File: src/rtl/lvds_word_aligner.sv
// lvds_word_aligner: bitslips the LVDS receiver until TRAIN_PATTERN is seen MATCH_COUNT times in a row
//   clk, rst_n (sync, active-low), init_done, rx_dpa_locked, rx_data[DATA_W] in;
//   rx_data_align (bitslip pulse), aligned, align_fail, realign_req (pulse),
//   slip_count, err_count[16] out. All outputs registered.
//   Define LVDS_ALIGN_ERRCNT_EN to count mismatched words while aligned; otherwise err_count is 0.
module lvds_word_aligner #(
  parameter int                DATA_W        = 10,
  parameter logic [DATA_W-1:0] TRAIN_PATTERN = 10'b1111100000,
  parameter int                MATCH_COUNT   = 8,
  parameter int                SLIP_WAIT     = 4
) (
  input  logic                        clk,
  input  logic                        rst_n,
  input  logic                        init_done,
  input  logic                        rx_dpa_locked,
  input  logic [DATA_W-1:0]           rx_data,
  output logic                        rx_data_align,
  output logic                        aligned,
  output logic                        align_fail,
  output logic                        realign_req,
  output logic [$clog2(DATA_W+1)-1:0] slip_count,
  output logic [15:0]                 err_count
);
  localparam int SW = $clog2(DATA_W+1);
  localparam int MW = $clog2(MATCH_COUNT+1);
  localparam int WW = $clog2(SLIP_WAIT+1);
  typedef enum logic [2:0] {IDLE, CHECK, SLIP, WAIT, LOCKED, FAIL} state_t;
  state_t state, nxt;
  logic [MW-1:0] match_cnt;
  logic [WW-1:0] wait_cnt;
  logic hit, last_slip, rq;
  assign hit = rx_data == TRAIN_PATTERN;
  assign last_slip = slip_count == SW'(DATA_W-1);
  always_comb begin
    nxt = state;
    rq = 1'b0;
    case (state)
      IDLE:   nxt = (init_done && rx_dpa_locked) ? CHECK : IDLE;
      CHECK: begin
        nxt = hit ? (match_cnt == MW'(MATCH_COUNT-1) ? LOCKED : CHECK) : (last_slip ? FAIL : SLIP);
        rq = !hit && last_slip;
      end
      SLIP:   nxt = WAIT;
      WAIT:   nxt = wait_cnt == WW'(SLIP_WAIT-1) ? CHECK : WAIT;
      LOCKED: begin
        nxt = rx_dpa_locked ? LOCKED : IDLE;
        rq = !rx_dpa_locked;
      end
      default: nxt = FAIL;
    endcase
    // losing init_done overrides everything and is not a realign request
    if (!init_done) begin
      nxt = IDLE;
      rq = 1'b0;
    end
  end
  // outputs are decoded from the next state so they line up with the state register
  always_ff @(posedge clk) begin
    if (!rst_n) begin
      state <= IDLE;
      match_cnt <= '0;
      wait_cnt <= '0;
      slip_count <= '0;
      rx_data_align <= 1'b0;
      aligned <= 1'b0;
      align_fail <= 1'b0;
      realign_req <= 1'b0;
    end else begin
      state <= nxt;
      match_cnt <= (nxt == IDLE || state == SLIP) ? '0 : (state == CHECK && hit) ? match_cnt + 1'b1 : match_cnt;
      wait_cnt <= state == WAIT ? wait_cnt + 1'b1 : '0;
      slip_count <= nxt == IDLE ? '0 : state == SLIP ? slip_count + 1'b1 : slip_count;
      rx_data_align <= nxt == SLIP;
      aligned <= nxt == LOCKED;
      align_fail <= nxt == FAIL;
      realign_req <= rq;
    end
  end
`ifdef LVDS_ALIGN_ERRCNT_EN
  always_ff @(posedge clk) begin
    if (!rst_n || nxt == IDLE) err_count <= '0;
    else if (state == LOCKED && !hit && err_count != 16'hFFFF) err_count <= err_count + 1'b1;
  end
`else
  assign err_count = '0;
`endif
endmodule
File: config.mk
export PLATFORM = sky130hd
export DESIGN_NAME = lvds_word_aligner
export DESIGN_NICKNAME = d
export VERILOG_FILES = /design/src/rtl/lvds_word_aligner.sv
export SDC_FILE = /design/constraint.sdc
export NUM_CORES = 1
export LEC_CHECK = 0
export BUFFER_PORTS_ARGS = -buffer_cell sky130_fd_sc_hd__buf_2
export CORE_ASPECT_RATIO = 1.75
export CORE_MARGIN = 2
export CORE_UTILIZATION = 27
export CTS_CLUSTER_SIZE = 24
export DETAILED_ROUTE_END_ITERATION = 16
export PLACE_DENSITY = 0.55
export SYNTH_ARGS = -nofsm -noshare
export SYNTH_HDL_FRONTEND = slang
export SYNTH_SLANG_ARGS = --single-unit
File: constraint.sdc
create_clock -name clk -period 3.6 [get_ports clk]
set_clock_uncertainty 0.15 [all_clocks]
set_input_delay 0.54 -clock clk [delete_from_list [all_inputs] [get_ports clk]]
set_output_delay 0.54 -clock clk [all_outputs]
set_load 0.01 [all_outputs]
# After elaboration in Yosys (flattened, before gate mapping)
# Index checks and enable logic that the tools add are counted.
totals:
  output_inout_bits: 24
  register_bits: 18
  inputBits: 14
classes:
  n_mux: 9
  n_eq_ne: 11
  n_bitwise: 1
  addsub: 3
  n_reduce_logical: 12
ops:
  columns: ["cell", "count"]
  rows:
  - ["3-bit two-way mux", 5]
  - ["3-bit case mux with 5 select lines", 1]
  - ["3-bit by 2-bit equality test with 1-bit output (second input constant)", 4]
  - ["10-bit equality test (second input constant)", 1]
  - ["3-bit equality test (second input constant)", 3]
  - ["4-bit by 1-bit adder with 4-bit output (second input constant)", 2]
  - ["3-bit logical NOT", 2]
  - ["4-bit by 3-bit equality test with 1-bit output (second input constant)", 1]
  - ["4-bit equality test (second input constant)", 1]
  - ["2-bit AND reduction", 2]
  - ["2-bit OR reduction", 2]
  - ["3-bit by 1-bit adder with 3-bit output (second input constant)", 1]
  - ["3-bit by 1-bit equality test with 1-bit output (second input constant)", 1]
  - ["1-bit logical AND", 3]
  - ["1-bit logical NOT", 2]
  - ["2-bit two-way mux", 1]
  - ["1-bit case mux with 2 select lines", 1]
  - ["1-bit logical OR", 1]
  - ["1-bit two-way mux", 1]
  - ["1-bit inverter", 1]

# Longest topological paths before layout
# Gate-level depths: netlist of run 1.
depth:
  ltp_word: 8
  mapped_depth: 6
  ltp_nobuf: 6

# Least setup slack after synthesis of run 1
# Ideal clock, no wire load.
synth_path:
  path_type: "input port to flip-flop"
  from: "input rx_data[3]"
  to: "register aligned"
  required_time_ps: 3333
  setup_slack_ps: 1764
  path_buffers: 0
  arrival_ps: 1569
  stages: 4
  cell_sequence: "nor4b_4 a31oi_1 o31ai_1 and4b_1"
synth_via:
  elab_chain_len: 5
synth_rtl:
  columns: ["item", "line_no", "source"]
  rows:
  - ["from (decl)", "16", "input logic [DATA_W-1:0] rx_data,"]
  - ["10-bit equality test", "32", "assign hit = rx_data == TRAIN_PATTERN;"]
  - ["3-bit two-way mux", "40", "nxt = hit ? (match_cnt == MW'(MATCH_COUNT-1) ? LOCKED : CHECK) : (last_slip ? FAIL : SLIP);"]
  - ["3-bit case mux with 5 select lines", "37", "case (state)"]
  - ["3-bit two-way mux", "52", "if (!init_done) begin"]
  - ["3-bit equality test", "74", "aligned <= nxt == LOCKED;"]
  - ["to (signal assigned)", "65", "aligned <= 1'b0;"]
  - ["to (signal assigned)", "74", null]
  - ["to (decl)", "18", "output logic aligned,"]
# Every way passes these cells.
# A chain may end at the register's enable or synchronous reset.

# Worst setup path after layout of run 1
# Same ends and word-level chain as after synthesis.

==> impl_metrics.ini, run 1 <==
[global_routing]
gr-usage-all-layers = 0.08773
grt_first_pass_wirelength_um = 2877
overflow = 0
first_global_vias = 722
grt_max_degree = 12
antenna_found_initial = 0

[sta]
slew-limit-headroom = 0.3535
rsz0062_at_grt = false
hold_viol = 0
setup_viol = 0
period_share = 0.5189
drv_slew = 0
fin_crit_ns = 1.868
worst_pin_slew_ns = 0.9576
fmax_mhz = 535.3
setup_tns_ns = 0

[detailed_routing]
drt-pass1-iter-count = 3
finalWirelength_um = 1795
wl_per_cell_um = 10.08
dr_wl_met3_um = 97
drtIter0Drc = 8
drc = 0
highest_layer = met4
detail_route.vias_per_cell = 4.449
dr_wl_met2_um = 1055
num_vias = 792
wl_met1_um = 616
antenna_left = 0

[synthesis]
synth.area.top_cells = dfxtp_1 (36%), buf_4 (14%), ha_1 (6.3%)
synth_cell_types = 37
syn_inst = 111
ys_seq_elements = 18
synth_top_area_cell = dfxtp_1
syn_area_um2 = 997.2
avgSynthCellArea_um2 = 8.984
yosysSeqAreaShare = 0.3614
synth_warnings = 0
synth_top_area_share = 0.3614

[worst_hold_path]
hold_depth = 1
min_path_type = reg2reg

[clock_tree]
post_cts_resize_count = 0
clkSlewWorstSetupHoldPaths_ns = 0.07
post_cts_buffers = 0
ctsRootBufferMaster = clkbuf_8
numCtsBuffers = 3
clkSinkCount = 18
cts-htree-levels = 1
cts_tree = done
cts_hold_buf = 0
clkLatencyLatePin_ns = 0.25
cts_max_path_buffers = 2

[setup_path]
crit_cells = 5
path_cells = buf_2 -> nor4b_4 -> a31oi_1 -> o31ai_1 -> and4b_1
worst-path-max-fanout = 5
crit_arrival_ns = 1.87
cpPeakStageDelay_ns = 0.42
reg2regPathDepth = 3
cp_slowest_cell = o31ai_1
critPathBufInv = 1
crit_family = simple AND/OR/NAND/NOR gates
worst-setup-path-type = in2reg
crit_required_ns = 3.60
start_kind = input pin
critPathCaptureType = flop

[power]
power.density_nw_per_um2 = 350.8
power.total_mw = 0.3968
p_leak_nw = 0.5035
ir_drop_v = 0.0001464

[final_layout]
drive_gt1_frac = 0.2273
fin_nets = 152
n_antenna_cell = 0
multi_input_area_um2 = 534.3
seq_area_um2 = 360.3
fin_util = 0.3149
finalInstanceArea_um2 = 1131
fill_cells = 387
syn2layout_area_growth_pct = 13.42
final_cells = 178

[placed_design]
portBuffers = 21
routabilityCongestion = 0.7940
place_inst = 174
place_area_um2 = 1076
dp_hpwl_um = 1510

[die]
initial_core_util = 0.2776
die_y_um = 84.40
die_area_um2 = 4215
rows = 29
io_pins = 38
die_w_um = 49.94
core_um2 = 3592

[status]
status = completed

[job]
cap_violations = 0
-- area by class of cell --
type | count | area share
clock buffers | 4 | 0.04867
inverters | 5 | 0.01659
multi-input cells | 84 | 0.4723
flip-flops and latches | 18 | 0.3186
well taps | 46 | 0.05089
repair buffers | 21 | 0.09292
-- path summary, 6_finish.rpt --
kind | start | to | slack [ns]
max | rx_data[3] | aligned | 1.73
min | wait_cnt[0] | wait_cnt[0] | 0.28
max reg2reg | state[1] | match_cnt[1] | 1.73
min reg2reg | wait_cnt[0] | wait_cnt[0] | 0.28
-- cells in the final DEF, fill, tap and decap left out, types with 2 or more instances in the layout --
| master | Yosys | routed |
|---|---|---|
| a31oi_1 | 2 | 2 |
| xor2_1 | 3 | 3 |
| and3b_1 | 2 | 2 |
| or3_1 | 3 | 3 |
| ha_1 | 5 | 5 |
| clkbuf_8 | 0 | 4 |
| inv_1 | 5 | 5 |
| nand2_1 | 3 | 3 |
| nand2b_1 | 2 | 2 |
| conb_1 | 1 | 16 |
| dfxtp_1 | 18 | 18 |
| nor3b_1 | 3 | 3 |
| nand3_1 | 3 | 3 |
| o21ai_0 | 3 | 3 |
| buf_2 | 1 | 21 |
| nor2_1 | 12 | 12 |
| a21oi_1 | 6 | 6 |
| nor3_1 | 2 | 2 |
-- cells in the mapped netlist, drive strengths merged --
| master | count |
|---|---|
| a21oi | 7 |
| o31a | 1 |
| o311ai | 1 |
| or2 | 1 |
| buf | 19 |
| nor2 | 12 |
| a21boi | 1 |
| ha | 5 |
| dfxtp | 18 |
| nor3 | 2 |
| nor4b | 1 |
| nor3b | 3 |
| a311oi | 1 |
| conb | 1 |
| nor2b | 1 |
| o21ai | 3 |
| o31ai | 1 |
| or3 | 3 |
| inv | 5 |
| and4 | 2 |
| mux2i | 1 |
| nand3b | 1 |
| nand4 | 2 |
| a22oi | 1 |
| xor2 | 3 |
| a211oi | 1 |
| and4b | 1 |
| nand2 | 3 |
| nand2b | 2 |
| a31oi | 2 |
| and3b | 2 |
| xnor2 | 1 |
| nand3 | 3 |
-- cell families (layout without fill, tap and decap cells) --
| logic type | Yosys count | count (layout) | synth area share |
|---|---|---|---|
| AOI/OAI and AO/OA | 19 | 19 | 0.1230 |
| xor gates and xnor gates | 4 | 4 | 0.03514 |
| other | 1 | 16 | 0.003761 |
| muxes | 1 | 1 | 0.01004 |
| adders and majority gates | 5 | 5 | 0.06274 |
| buffers and inverters | 24 | 30 | 0.1593 |
| DFF | 18 | 18 | 0.3614 |
| and+or+nand+nor | 39 | 39 | 0.2447 |
-- metal layers --
metal  global-route usage  vias to the layer above
met3              0.01779                        2
met4              0.04545                        0
met1              0.06931                      370
met5                    0                        -
li1                     -                      395
met2               0.1842                       25
-- state kept, by name (all words and copies together), names as in the netlist --
| register | cells |
|---|---|
| realign_req | 1 |
| slip_count | 4 |
| align_fail | 1 |
| state | 3 |
| match_cnt | 4 |
| wait_cnt | 3 |
| aligned | 1 |
| rx_data_align | 1 |
-- where the power goes --
| group | switching [mW] | internal (mW) |
|---|---|---|
| logic | 0.0190 | 0.0101 |
| registers | 0.00214 | 0.200 |
| clock network | 0.0681 | 0.0973 |
| total | 0.0893 | 0.308 |
-- through the flow --
stage | hold WS (ns) | setup WS, ns
floorplan | 0.2492 | 1.764
global placement | 0.2565 | 1.446
detailed placement | 0.2771 | 1.427
CTS | 0.2885 | 1.707
global route | 0.3132 | 1.592
finish | 0.2795 | 1.732
-- worst reg2reg max path, stage by stage (launching register included) --
cell and delay, ns:
dfxtp_1 0.40, o311ai_0 0.86, or2_2 0.29, nor2_1 0.06
(Power assumes the default switching activity.)
==> run 2, diff against run 1 <==
PLACE_DENSITY = 0.57   (was 0.55)
clock period = 1.6 ns   (was 3.6 ns; I/O delays follow)
==> run 2 against run 1 <==
Against the previous run:
- the run now ends with setup timing left
- final area grew 14%
- sequential power grew 120%
- wire length grew 23%
- flip-flop and latch count is the same
- hold slack lost 0.11 ns
- utilization grew 4.3 points
- clock-buffer cell count is the same
- largest cell class unchanged
- highest routed layer unchanged
==> impl_metrics.ini, run 2 (synthesized netlist as in run 1, its figures left out) <==
[sta]
hold_viol = 0
period_share = 1.010
setup_tns_ns = -0.01609
rsz0062_at_grt = true
fin_crit_ns = 1.616
fin_ws_ns = -0.01609
setup_viol = 1
fmax_mhz = 618.8
drv_slew = 0

[placed_design]
portBuffers = 21
routabilityCongestion = 0.9217
dp_hpwl_um = 1891
place_inst = 189

[worst_hold_path]
min_path_type = in2reg

[clock_tree]
clkLatencyLatePin_ns = 0.25
cts_hold_buf = 0
numCtsBuffers = 3
cts_max_path_buffers = 2
ctsRootBufferMaster = clkbuf_8
cts-htree-levels = 1
cts_tree = done
clkSinkCount = 18
clkSlewWorstSetupHoldPaths_ns = 0.07

[final_layout]
syn2layout_area_growth_pct = 28.98
reg_top3 = match_cnt x4, slip_count x4
n_antenna_cell = 0
final_cells = 194
drive_gt1_frac = 0.3716
final_common_cell = buf_2
fin_nets = 168
final_cell_mix = buf_2 (21), conb_1 (16), buf_4 (16)

[die]
die_y_um = 84.40
io_pins = 38
core_um2 = 3592
initial_core_util = 0.2776
die_w_um = 49.94
rows = 29
die_area_um2 = 4215

[power]
ir_drop_v = 0.0002557
seqPwrFrac = 0.503
power.internal_mw = 0.7012
p_leak_nw = 0.5869
power.total_mw = 0.9010
pwr-share-comb = 0.092
pwr-share-clk = 0.404
power.density_nw_per_um2 = 700.5
p_switching_mw = 0.1998
p_sw_frac = 0.2217

[setup_path]
crit_arrival_ns = 1.61
crit_required_ns = 1.60
worst-setup-path-type = reg2reg
start_kind = flop
worst-path-max-fanout = 3
critPathCaptureType = flop

[detailed_routing]
antenna_left = 0
num_vias = 871
finalWirelength_um = 2213
drc = 0
wl_per_cell_um = 11.41
detail_route.vias_per_cell = 4.490
drt-pass1-iter-count = 4
drtIter0Drc = 5

[status]
status = finished, violations left
violations = setup timing

[global_routing]
grt_first_pass_wirelength_um = 3705
grt_max_degree = 11
first_global_vias = 857
overflow = 0
antenna_found_initial = 0
gr-usage-all-layers = 0.1152

[job]
cap_violations = 0
run 2: cell count changes in the layout (fill, tap and decap cells not counted), sizes merged:
cell and change:
buf +16
run 2: through the flow:
step             util  cell area, um2  hold slack, ns  setup slack (ns)
2_1_floorplan       -            1065          0.2492          0.001027
3_3_place_gp   0.3340            1200          0.2588          -0.05731
3_5_place_dp   0.3340            1200          0.2839           -0.1249
4_1_cts        0.3532            1269          0.1636          -0.04659
5_1_grt        0.3581            1286          0.1675          -0.05132
6_report       0.3581            1286          0.1685          -0.01609
run 2: metal layers:
| metal | share of wire | track usage |
|---|---|---|
| met1 | 0.35 | 0.1067 |
| met2 | 0.57 | 0.2194 |
| met5 | 0 | 0 |
| met4 | 0.027 | 0.07071 |
| met3 | 0.052 | 0.02313 |
run 2: final cells by class:
class	count	area [um2]
fill	373	2306
inverter	5	18.77
sequential	18	366.6
timing repair buffer	37	225.2
clock buffer	4	55.05
multi-input combinational	84	563.0
tap	46	57.56
run 2: path summary, 6_finish.rpt:
path                     start     endpoint  slack [ns]  cells past startpoint
setup / recovery  match_cnt[0]      aligned       -0.02                      5
hold / removal           rst_n  wait_cnt[2]        0.17                      3
setup reg to reg  match_cnt[0]      aligned       -0.02                      5
hold reg to reg    wait_cnt[0]  wait_cnt[0]        0.29                      1
run 2: power groups by stage:
| stage | combinational, mW | sequential, mW | clock (mW) |
|---|---|---|---|
| 6_report | 0.0833 | 0.453 | 0.364 |
| 5_1_grt | 0.0921 | 0.453 | 0.404 |
| 4_1_cts | 0.0818 | 0.453 | 0.379 |
| 3_5_place_dp | 0.0812 | 0.463 | 0 |
| 3_3_place_gp | 0.0796 | 0.463 | 0 |
| 2_1_floorplan | 0.0740 | 0.462 | 0 |
run 2: worst max-delay path, stage by stage, from the launching register on:
cell and delay [ns]:
dfxtp_2 0.34, ha_4 0.15, and3b_1 0.16, and4_4 0.17
or3_4 0.37, and4b_1 0.17
run 2: what timing repair did:
action | 4_1_cts | 5_1_grt
buffers inserted | 1 | 0
pin swaps | 3 | 1
endpoints found under the hold margin | 0 | 0
resized for setup | 2 | 5
endpoints found under the setup margin | 4 | 8
==> run 3, diff against run 2 <==
--- a/config.mk
+++ b/config.mk
@@ -9,8 +9,9 @@
 export CORE_ASPECT_RATIO = 1.75
 export CORE_MARGIN = 2
-export CORE_UTILIZATION = 27
+export CORE_UTILIZATION = 43
 export CTS_CLUSTER_SIZE = 24
 export DETAILED_ROUTE_END_ITERATION = 16
-export PLACE_DENSITY = 0.57
+export GPL_ROUTABILITY_DRIVEN = 0
+export PLACE_DENSITY = 0.8
 export SYNTH_ARGS = -nofsm -noshare
 export SYNTH_HDL_FRONTEND = slang
--- a/constraint.sdc
+++ b/constraint.sdc
@@ -3,3 +3,3 @@
 set_input_delay 0.24 -clock clk [delete_from_list [all_inputs] [get_ports clk]]
 set_output_delay 0.24 -clock clk [all_outputs]
-set_load 0.01 [all_outputs]
+set_load 0.05 [all_outputs]
==> run 3 against run 2 <==
Against the previous run:
- the flow still finishes with violations (setup timing)
- critical path depth stayed put
- clock-buffer cell count shrank 1
- first-iteration DRC count increased by 60%
- fmax about the same
- cell count shrank 13%
- critical endpoint unchanged
- highest routed layer unchanged
==> impl_metrics.ini, run 3 (synthesized netlist as in run 1, its figures left out) <==
[power]
p_leak_nw = 0.5629
power.density_nw_per_um2 = 736.0
p_sw_frac = 0.2904
pwr-share-comb = 0.158
pwr-share-clk = 0.348
ir_drop_v = 0.0004957
p_switching_mw = 0.2653
seqPwrFrac = 0.494
power.internal_mw = 0.6482

[clock_tree]
clkSlewWorstSetupHoldPaths_ns = 0.07
ctsRootBufferMaster = clkbuf_8
clkLatencyLatePin_ns = 0.26
cts-htree-levels = 1
cts_tree = done
cts_max_path_buffers = 2
clkSinkCount = 18
numCtsBuffers = 3

[final_layout]
final_cell_mix = buf_2 (21), conb_1 (16), nor2_1 (12), buf_4 (12), dfxtp_1 (10)
seq_area_um2 = 375.4
syn2layout_area_growth_pct = 24.47
fin_nets = 164
n_antenna_cell = 0
multi_input_area_um2 = 575.6
reg_top3 = match_cnt x4, slip_count x4
drive_gt1_frac = 0.3819
fill_cells = 213
final_common_cell = buf_2
final_cells = 169

[worst_hold_path]
hold_end = wait_cnt[1]
min_path_type = in2reg
hp-start = rst_n
hold_depth = 3

[detailed_routing]
drt-pass1-iter-count = 2
antenna_left = 0
finalWirelength_um = 1980
num_vias = 838
drc = 0
detail_route.vias_per_cell = 4.959
drtIter0Drc = 8
wl_per_cell_um = 11.72

[sta]
drv_slew = 0
rsz0062_at_grt = true
period_share = 1.010
fin_crit_ns = 1.615
worst_hold_slack_ns = 0.1480
hold_viol = 0
fmax_mhz = 619.1
fin_ws_ns = -0.01535
setup_tns_ns = -0.01535
setup_viol = 1

[global_routing]
gr-usage-all-layers = 0.1634
grt-busiest-layer = met2
grt_max_degree = 12
grt_use_met2 = 0.3155
grtUsageMet3 = 0.02961
first_global_vias = 781
antenna_found_initial = 0
grt_first_pass_wirelength_um = 3036
overflow = 0
use_met1 = 0.1348

[setup_path]
worstReg2RegEnd = aligned
crit_arrival_ns = 1.61
worst-path-max-fanout = 3
r2r_start = match_cnt[0]
critPathCaptureType = flop
crit_required_ns = 1.60
reg2reg_slack_ns = -0.02
reg2regPathDepth = 5
worst-setup-path-type = reg2reg
start_kind = flop
crit_start = match_cnt[0]

[die]
io_pins = 38
die_area_um2 = 2736
die_w_um = 40.41
initial_core_util = 0.4443
core_um2 = 2245
die_y_um = 67.71
rows = 23

[status]
status = finished, violations left
violations = setup timing

[placed_design]
dp_hpwl_um = 1674
portBuffers = 21
place_inst = 165

[job]
cap_violations = 0
==> run 3: cell count changes in the layout (fill, tap and decap cells not counted) <==
cell and delta:
inv_1 -1, clkinv_1 +1, buf_4 -4, dfxtp_4 +2, clkbuf_8 -1, ha_4 +1, inv_2 +1, dfxtp_2 +1
dfxtp_1 -3, ha_1 -1
==> run 3: how the worst max path moves through the flow <==
| stage | slack (ns) | to | depth (start not counted) |
|---|---|---|---|
| after floorplan | -0.002 | aligned | 5 |
| after global placement | -0.06 | aligned | 5 |
| after detailed placement | -0.11 | aligned | 5 |
| after CTS | -0.05 | aligned | 5 |
| after global routing | -0.05 | aligned | 5 |
| final | -0.02 | aligned | 5 |
==> run 3: area by class of cell <==
| cell class | instances | area share |
|---|---|---|
| Inverter | 5 | 0.01512 |
| Clock buffer | 3 | 0.03327 |
| Clock inverter | 1 | 0.003024 |
| Timing Repair Buffer | 33 | 0.1573 |
| Sequential cell | 18 | 0.3024 |
| Multi-Input combinational cell | 84 | 0.4637 |
| Tap cell | 25 | 0.02520 |
==> run 3: stage by stage <==
step | power, mW | setup slack, ns | cell area (um2) | util
6_report | 0.9135 | -0.01535 | 1241 | 0.5530
5_1_grt | 0.9514 | -0.05309 | 1241 | 0.5530
4_1_cts | 0.9250 | -0.05253 | 1229 | 0.5474
3_5_place_dp | 0.6038 | -0.1144 | 1179 | 0.5251
3_3_place_gp | 0.6014 | -0.05528 | 1179 | 0.5251
2_1_floorplan | 0.6019 | -0.002333 | 1092 | -
==> run 3: critical path: stages (launching register included) <==
cell and delay, ns:
dfxtp_2 0.33, ha_4 0.15, and3b_1 0.16, and4_4 0.17, or3_4 0.37, and4b_1 0.18
==> run 3: repair_timing <==
item,4_1_cts,5_1_grt
gates resized for setup,1,5
hold buffers,0,0
pin swaps,3,1
buffers inserted,0,0
endpoints found under the hold margin,0,0
setup endpoints to repair,2,10
==> run 3: metal layers <==
metal | wire length [um] | share of wire
met4 | 42 | 0.021
met5 | 0 | 0
met1 | 671 | 0.34
met2 | 1188 | 0.60
met3 | 78 | 0.039
==> run 3: power groups by stage <==
| stage | clock (mW) | sequential, mW | combinational [mW] |
|---|---|---|---|
| after floorplan | 0 | 0.461 | 0.141 |
| after global placement | 0 | 0.461 | 0.140 |
| after detailed placement | 0 | 0.461 | 0.143 |
| after CTS | 0.331 | 0.451 | 0.143 |
| after global routing | 0.346 | 0.452 | 0.154 |
| final | 0.318 | 0.452 | 0.144 |
